===== src/rtl/fir_pkg.sv =====
// Shared types and default coefficients for the fir_decim_mac decimating FIR.
package fir_pkg;

   // Sequencer states: waiting for samples, running a MAC pass, holding a result.
   typedef enum logic [1:0] {
      IDLE = 2'd0,
      MAC  = 2'd1,
      HOLD = 2'd2
   } fir_state_e;

   // Power-up coefficient for tap idx of a num_taps filter. The 8-tap set is the
   // tuned low-pass; any other length falls back to a symmetric triangle.
   function automatic int fir_default_coeff(input int num_taps, input int idx);
      int lo;
      int result;
      result = 0;
      if (num_taps == 8) begin
         case (idx)
            0, 7:    result = 10;
            1, 6:    result = 32;
            2, 5:    result = 84;
            default: result = 127;
         endcase
      end else begin
         lo     = (idx < (num_taps - 1 - idx)) ? idx : (num_taps - 1 - idx);
         result = lo + 1;
      end
      return result;
   endfunction

endpackage


===== src/rtl/fir_coeff_bank.sv =====
// Coefficient storage for fir_decim_mac.
// FIR_COEFF_LOAD_EN defined: shadow bank written through coeff_we/coeff_addr/
// coeff_data, copied to the active bank on coeff_commit; the active bank is
// snapshotted into a working set on latch (MAC start) so a running pass never
// sees a commit. Undefined: the read port returns the package defaults and all
// load inputs are ignored.
module fir_coeff_bank
   import fir_pkg::*;
#(
   parameter int NUM_TAPS    = 8,
   parameter int COEFF_WIDTH = 8,
   parameter int AW          = $clog2(NUM_TAPS)
) (
   input  logic                          clk,
   input  logic                          reset,
   input  logic                          coeff_we,
   input  logic [AW-1:0]                 coeff_addr,
   input  logic signed [COEFF_WIDTH-1:0] coeff_data,
   input  logic                          coeff_commit,
   input  logic                          latch,
   input  logic [AW-1:0]                 rd_addr,
   output logic signed [COEFF_WIDTH-1:0] rd_coeff
);

`ifdef FIR_COEFF_LOAD_EN
   logic signed [COEFF_WIDTH-1:0] dflt     [NUM_TAPS];
   logic signed [COEFF_WIDTH-1:0] shadow_q [NUM_TAPS];
   logic signed [COEFF_WIDTH-1:0] shadow_d [NUM_TAPS];
   logic signed [COEFF_WIDTH-1:0] active_q [NUM_TAPS];
   logic signed [COEFF_WIDTH-1:0] active_d [NUM_TAPS];
   logic signed [COEFF_WIDTH-1:0] work_q   [NUM_TAPS];
   logic signed [COEFF_WIDTH-1:0] work_d   [NUM_TAPS];

   for (genvar gi = 0; gi < NUM_TAPS; gi++) begin : g_dflt
      assign dflt[gi] = COEFF_WIDTH'(fir_default_coeff(NUM_TAPS, gi));
   end

   // Shadow writes, commit to active, and snapshot of active at MAC start.
   always_comb begin
      shadow_d = shadow_q;
      active_d = active_q;
      work_d   = work_q;
      for (int i = 0; i < NUM_TAPS; i++) begin
         if (coeff_we && (coeff_addr == AW'(i))) begin
            shadow_d[i] = coeff_data;
         end
      end
      if (coeff_commit) begin
         active_d = shadow_q;
      end
      if (latch) begin
         work_d = active_q;
      end
   end

   // All three banks return to the default set on reset.
   always_ff @(posedge clk) begin
      if (!reset) begin
         shadow_q <= dflt;
         active_q <= dflt;
         work_q   <= dflt;
      end else begin
         shadow_q <= shadow_d;
         active_q <= active_d;
         work_q   <= work_d;
      end
   end

   assign rd_coeff = work_q[rd_addr];
`else
   logic unused_inputs;
   assign unused_inputs = ^{clk, reset, coeff_we, coeff_addr, coeff_data,
                            coeff_commit, latch};

   assign rd_coeff = COEFF_WIDTH'(fir_default_coeff(NUM_TAPS, int'(rd_addr)));
`endif

endmodule


===== src/rtl/fir_decim_mac.sv =====
// Time-multiplexed decimating FIR: one MAC per clock, one result per DECIMATE
// accepted samples, valid/ready output with a one-deep pending sample buffer.
// Runtime coefficient loading is compiled in with FIR_COEFF_LOAD_EN.
module fir_decim_mac
   import fir_pkg::*;
#(
   parameter int NUM_TAPS    = 8,
   parameter int COEFF_WIDTH = 8,
   parameter int DATA_WIDTH  = 16,
   parameter int OUT_WIDTH   = 32,
   parameter int DECIMATE    = 4
) (
   input  logic                          clk,
   input  logic                          reset,
   input  logic                          sample,
   input  logic signed [DATA_WIDTH-1:0]  data_in,
   input  logic                          coeff_we,
   input  logic [$clog2(NUM_TAPS)-1:0]   coeff_addr,
   input  logic signed [COEFF_WIDTH-1:0] coeff_data,
   input  logic                          coeff_commit,
   output logic                          out_valid,
   input  logic                          out_ready,
   output logic signed [OUT_WIDTH-1:0]   data_out,
   output logic                          done,
   output logic                          busy,
   output logic                          overrun
);

   localparam int AW  = $clog2(NUM_TAPS);
   localparam int TCW = $clog2(NUM_TAPS + 1);
   localparam int DCW = (DECIMATE > 1) ? $clog2(DECIMATE) : 1;
   localparam int PW  = COEFF_WIDTH + DATA_WIDTH;
   // Tap counter runs 0..NUM_TAPS-1 issuing products, then one drain cycle
   // at NUM_TAPS where the last registered product is folded into acc.
   localparam logic [TCW-1:0] TAP_DRAIN  = TCW'(NUM_TAPS);
   localparam logic [DCW-1:0] DECIM_LAST = DCW'(DECIMATE - 1);

   fir_state_e                   state_q, state_d;
   logic [TCW-1:0]               tap_cnt_q, tap_cnt_d;
   logic [DCW-1:0]               decim_cnt_q, decim_cnt_d;
   logic signed [DATA_WIDTH-1:0] x_q [NUM_TAPS];
   logic signed [DATA_WIDTH-1:0] x_d [NUM_TAPS];
   logic signed [PW-1:0]         prod_q, prod_d;
   logic signed [OUT_WIDTH-1:0]  acc_q, acc_d;
   logic                         pend_valid_q, pend_valid_d;
   logic signed [DATA_WIDTH-1:0] pend_data_q, pend_data_d;
   logic signed [OUT_WIDTH-1:0]  data_out_q, data_out_d;
   logic                         out_valid_q, out_valid_d;
   logic                         done_q, done_d;
   logic                         overrun_q, overrun_d;

   logic                         take;
   logic signed [DATA_WIDTH-1:0] take_data;
   logic                         load;
   logic signed [OUT_WIDTH-1:0]  load_val;
   logic                         coeff_latch;
   logic [AW-1:0]                tap_idx;
   logic signed [COEFF_WIDTH-1:0] coeff_rd;
   logic signed [PW-1:0]         mult;
   logic signed [OUT_WIDTH-1:0]  prod_ext;

   assign tap_idx  = tap_cnt_q[AW-1:0];
   assign mult     = PW'(coeff_rd) * PW'(x_q[tap_idx]);
   assign prod_ext = {{(OUT_WIDTH - PW){prod_q[PW-1]}}, prod_q};

   fir_coeff_bank #(
      .NUM_TAPS    (NUM_TAPS),
      .COEFF_WIDTH (COEFF_WIDTH),
      .AW          (AW)
   ) u_coeff_bank (
      .clk          (clk),
      .reset        (reset),
      .coeff_we     (coeff_we),
      .coeff_addr   (coeff_addr),
      .coeff_data   (coeff_data),
      .coeff_commit (coeff_commit),
      .latch        (coeff_latch),
      .rd_addr      (tap_idx),
      .rd_coeff     (coeff_rd)
   );

   // Sequencer: sample intake, MAC pass, result hand-off and pending buffer.
   always_comb begin
      state_d      = state_q;
      tap_cnt_d    = tap_cnt_q;
      decim_cnt_d  = decim_cnt_q;
      x_d          = x_q;
      prod_d       = prod_q;
      acc_d        = acc_q;
      pend_valid_d = pend_valid_q;
      pend_data_d  = pend_data_q;
      data_out_d   = data_out_q;
      out_valid_d  = out_valid_q;
      overrun_d    = overrun_q;
      take         = 1'b0;
      take_data    = data_in;
      load         = 1'b0;
      load_val     = acc_q;
      coeff_latch  = 1'b0;

      // Consumer takes the current result; a same-edge load below re-asserts.
      if (out_valid_q && out_ready) begin
         out_valid_d = 1'b0;
      end

      case (state_q)
         IDLE: begin
            // A buffered sample always goes first; a fresh strobe refills the buffer.
            if (pend_valid_q) begin
               take         = 1'b1;
               take_data    = pend_data_q;
               pend_valid_d = sample;
               if (sample) begin
                  pend_data_d = data_in;
               end
            end else if (sample) begin
               take = 1'b1;
            end

            if (take) begin
               for (int k = NUM_TAPS - 1; k > 0; k--) begin
                  x_d[k] = x_q[k-1];
               end
               x_d[0] = take_data;
               if (decim_cnt_q == DECIM_LAST) begin
                  decim_cnt_d = '0;
                  coeff_latch = 1'b1;
                  acc_d       = '0;
                  prod_d      = '0;
                  tap_cnt_d   = '0;
                  state_d     = MAC;
               end else begin
                  decim_cnt_d = decim_cnt_q + DCW'(1);
               end
            end
         end

         MAC, HOLD: begin
            if (sample) begin
               if (pend_valid_q) begin
                  overrun_d = 1'b1;
               end else begin
                  pend_valid_d = 1'b1;
                  pend_data_d  = data_in;
               end
            end

            if (state_q == MAC) begin
               // Product of the previous tap is accumulated while the next is formed.
               acc_d = acc_q + prod_ext;
               if (tap_cnt_q == TAP_DRAIN) begin
                  if (out_valid_q && !out_ready) begin
                     state_d = HOLD;
                  end else begin
                     load     = 1'b1;
                     load_val = acc_d;
                     state_d  = IDLE;
                  end
               end else begin
                  prod_d    = mult;
                  tap_cnt_d = tap_cnt_q + TCW'(1);
               end
            end else begin
               if (!out_valid_q || out_ready) begin
                  load     = 1'b1;
                  load_val = acc_q;
                  state_d  = IDLE;
               end
            end
         end

         default: begin
            state_d = IDLE;
         end
      endcase

      if (load) begin
         data_out_d  = load_val;
         out_valid_d = 1'b1;
      end
      done_d = load;
   end

   // State and datapath registers; reset abandons any pass without output.
   always_ff @(posedge clk) begin
      if (!reset) begin
         state_q      <= IDLE;
         tap_cnt_q    <= '0;
         decim_cnt_q  <= '0;
         for (int k = 0; k < NUM_TAPS; k++) begin
            x_q[k] <= '0;
         end
         prod_q       <= '0;
         acc_q        <= '0;
         pend_valid_q <= 1'b0;
         pend_data_q  <= '0;
         data_out_q   <= '0;
         out_valid_q  <= 1'b0;
         done_q       <= 1'b0;
         overrun_q    <= 1'b0;
      end else begin
         state_q      <= state_d;
         tap_cnt_q    <= tap_cnt_d;
         decim_cnt_q  <= decim_cnt_d;
         x_q          <= x_d;
         prod_q       <= prod_d;
         acc_q        <= acc_d;
         pend_valid_q <= pend_valid_d;
         pend_data_q  <= pend_data_d;
         data_out_q   <= data_out_d;
         out_valid_q  <= out_valid_d;
         done_q       <= done_d;
         overrun_q    <= overrun_d;
      end
   end

   assign data_out  = data_out_q;
   assign out_valid = out_valid_q;
   assign done      = done_q;
   assign overrun   = overrun_q;
   assign busy      = (state_q != IDLE);

endmodule

===== config.mk =====
export PLATFORM = sky130hd
export DESIGN_NAME = fir_decim_mac
export DESIGN_NICKNAME = d
export VERILOG_FILES = /design/src/rtl/fir_pkg.sv /design/src/rtl/fir_coeff_bank.sv /design/src/rtl/fir_decim_mac.sv
export SDC_FILE = /design/constraint.sdc
export NUM_CORES = 1
export LEC_CHECK = 0
export ABC_CLOCK_PERIOD_IN_PS = 14900
export CAP_MARGIN = 40
export CORE_AREA = 2 2 190 192
export DETAILED_ROUTE_END_ITERATION = 8
export DIE_AREA = 0 0 192 194
export GPL_TIMING_DRIVEN = 0
export SYNTH_ARGS = -nofsm -noshare
export SYNTH_HDL_FRONTEND = slang
export SYNTH_SLANG_ARGS = --single-unit

===== constraint.sdc =====
create_clock -name clk -period 14.9 [get_ports clk]
set_input_delay 2.235 -clock clk [delete_from_list [all_inputs] [get_ports clk]]
set_output_delay 2.235 -clock clk [all_outputs]
set_load 0.01 [all_outputs]

==> metrics.md <==
| Metric | Value |
|---|---|
| Status | finished clean |
| CTS hold repair buffers | 0 |
| Crit end category | register |
| Arrival time of the worst setup path | just over 8 ns |
| Final ANT Viol Nets | 0 |
| Syn_nets | a little over 2,000 |
| Min Tclk post-route | roughly 7.7 ns |
| Slew Limit Fails | 0 |
| Leakage | slightly above 7 nW |
| Post-synthesis register bit count | between 200 and 250 |
| CTS resizes | 0 |
| GP Congestion | about 0.88 |
| # DRC | 0 |
| Global-route wire length before repair | between 70 and 80 mm |
| Clock-pin transition on the worst setup and hold timing paths | 0.06 ns |
| Library cells used by synthesis | 71 |
| RSZ-0062 raised after global routing | no |
| Site Rows | 69 |
| Final HPWL DP | 34.9 mm |
| Core Area | around 35,000 sq um |
| Die Span Y | between 150 and 200 um |
| Filler cells | 3,441 |
| Critical path class | reg -> reg |
| Avg Inst Size Synth | roughly 8.6 sq um |
| Cell taking the most area after synthesis | dfxtp_1 |
| Crit start category | register |
| Worst-Margin Slew | roughly 0.85 ns |
| Vias | 13,100 |
| Clock insertion delay at the later pin of the skew report | about 0.58 ns |
| CTS tree | done |
| Warnings from Yosys | 0 |
| 1st-pass router iterations | 5 |
| Grt total ovfl | 0 |
| DRT Wirelength | roughly 45 mm |
| Final period utilization | 0.515 |
| CTS Buf Count | 28 |
| Maximum resistive drop on vdd | ~0.092 mV |
| Worst Path Required | between 15 and 20 ns |
| Net count, final | between 2,000 and 2,500 |
| Post-route insts no fill | around 2,400 |
| Largest net degree at the start of global routing | 16 |
| Layout cell share with drive strength beyond 1 | 0.0707 |
| Ys async rst share | 0 |
| Boundary pin count | between 60 and 70 |
| Commonest non-fill, non-tap cell in the layout | nand2_1 |
| CTS max path bufs | 3 |
| Global-route usage over all layers | 0.248 |
| Commonest non-fill, non-tap cells in the layout | 345 x nand2_1, 244 x dfxtp_1, 161 x inv_1, 150 x nor2_1, 107 x a21oi_1 |
| Routed wire length per instance | between 15 and 20 um |
| Postcts setup bufs | 0 |
| Worst Clk Skew | between 0.02 and 0.03 ns |
| Cells after Synth | around 1,800 |
| Critical Path Fanout Max | 10 |
| Overall power | ~1.8 mW |
| Die span in x | roughly 190 um |
| EDFF count, synth | 0 |
| Vias in the first global route | 13,355 |
| Power Density | approximately 100 nW/um^2 |
| Clock root cell | clkbuf_16 |
| Sink Count | around 240 |
| Post-placement cell count | 2,333 |
| Initial core utilization | 0.444 |
| Area delta synth->final | 13.6% |
| Mapped Area | between 15,000 and 20,000 sq um |
| Top cell type's share of synthesized area | 0.312 |
| Via-to-Cell Ratio | 5.49 |
| Max Cap Viol | 0 |
| Max_slew headroom | 0.434 |
| Htree depth | 1 |
| Port Buffer Count | 54 |
| Die footprint | ~37,000 sq um |
| Initial antenna violation count | 2 |
| Iteration-0 DRC count of the detailed router | 922 |
| Worst Hold Class | reg -> reg |
| Top FF cell, synth | dfxtp_1 |
| Main area contributors after synthesis | dfxtp_1 31%, fa_1 11%, nand2_1 8.3% |
| Final setup fails | 0 |
| Final Hold Viols | 0 |
| Setup TNS | 0 ns |
| Fmax | 130 MHz |
| Sequential area share after synthesis | 0.312 |
logic make-up (layout without fill, tap and decap cells):
logic type      Yosys count  count (layout)  share of synthesized area
simple gates            588             588                      0.156
compound gates          401             401                      0.175
buf+inv                 258             371                     0.0628
flops                   244             244                      0.312
fa+ha+maj               176             176                      0.180
mux                      85              85                     0.0807
xor+xnor                 58              58                     0.0325
other cells               0               1                          0
sequential cells by signal, summed over array words and instances, names as in the netlist:
| name | flops |
|---|---|
| x_q | 128 |
| pend_valid_q | 1 |
| data_out | 32 |
| decim_cnt_q | 2 |
| out_valid | 1 |
| pend_data_q | 16 |
| acc_q | 32 |
| tap_cnt_q | 4 |
| done | 1 |
| prod_q | 24 |
| state_q | 2 |
| overrun | 1 |
per-layer routing:
metal / vias up / part of all wire / global-route usage
met5: - / 0.00040 / 0
met4: 2 / 0.037 / 0.0868
met3: 86 / 0.049 / 0.0384
met2: 300 / 0.48 / 0.416
met1: 6397 / 0.43 / 0.323
li1: 6315 / - / -
cell usage after synthesis, types with 24 or more instances:
library cell	count
o21ai_1	25
ha_1	94
mux2i_1	45
a21o_1	25
xnor2_1	34
o21ai_0	25
nor2_1	150
inv_1	161
xor2_1	24
dfxtp_1	244
fa_1	82
a21oi_1	107
a22oi_1	31
a21boi_0	74
a211oi_1	26
nand2_1	345
clkbuf_1	77
mux4_2	32
path summary, 6_finish.rpt:
kind                              from                       end  slack [ns]  depth (start not counted)
min           data_out[2]$_SDFFE_PN0P_  data_out[2]$_SDFFE_PN0P_        0.46                          2
max          tap_cnt_q[1]$_SDFFE_PN0P_   prod_q[23]$_SDFFE_PN0P_        7.23                         27
min reg2reg   data_out[2]$_SDFFE_PN0P_  data_out[2]$_SDFFE_PN0P_        0.46                          2
max reg2reg  tap_cnt_q[1]$_SDFFE_PN0P_   prod_q[23]$_SDFFE_PN0P_        7.23                         27
area by class of cell:
type                            instances  area [sq um]  area share
Inverter                              162           608      0.0343
Tap cell                              461           577      0.0325
Timing Repair Buffer                   62           602      0.0339
Antenna cell                            1          2.50    0.000141
Multi-Input combinational cell       1308          9770       0.550
Clock buffer                           36           771      0.0434
Clock inverter                         15           168     0.00944
Buffer                                 96           374      0.0211
Sequential cell                       244          4880       0.275
metrics by stage:
stage	instance area, sq um	utilization	hold slack, ns	worst slack (ns)
global route	17800	0.504	0.483	6.87
detailed placement	16800	0.477	0.452	7.41
global placement	16700	0.476	0.444	7.40
CTS	17700	0.504	0.460	7.34
finish	17800	0.504	0.456	7.23
floorplan	15600	-	0.430	8.92
power by group:
part           internal [mW]  switching [mW]
clock network          0.403           0.291
registers              0.684          0.0238
logic                  0.163           0.283
worst max-delay path, cell delays in order, from the launching register on:
cell,delay [ns]
dfxtp_1,0.35
clkbuf_1,0.55
buf_1,0.65
inv_1,0.15
ha_1,0.21
nor2b_1,0.15
a21oi_1,0.19
nand2_1,0.29
and2_1,0.32
clkbuf_1,0.27
nor2_1,0.35
inv_1,0.10
fa_1,0.49
inv_1,0.05
fa_1,0.51
fa_1,0.50
inv_1,0.05
fa_1,0.50
inv_1,0.05
ha_1,0.33
nand3_1,0.13
nor2_1,0.13
o311ai_1,0.13
and3_1,0.22
o31ai_1,0.43
a211oi_1,0.14
a31oi_1,0.20
o21ai_1,0.08
(Power assumes the default switching activity.)
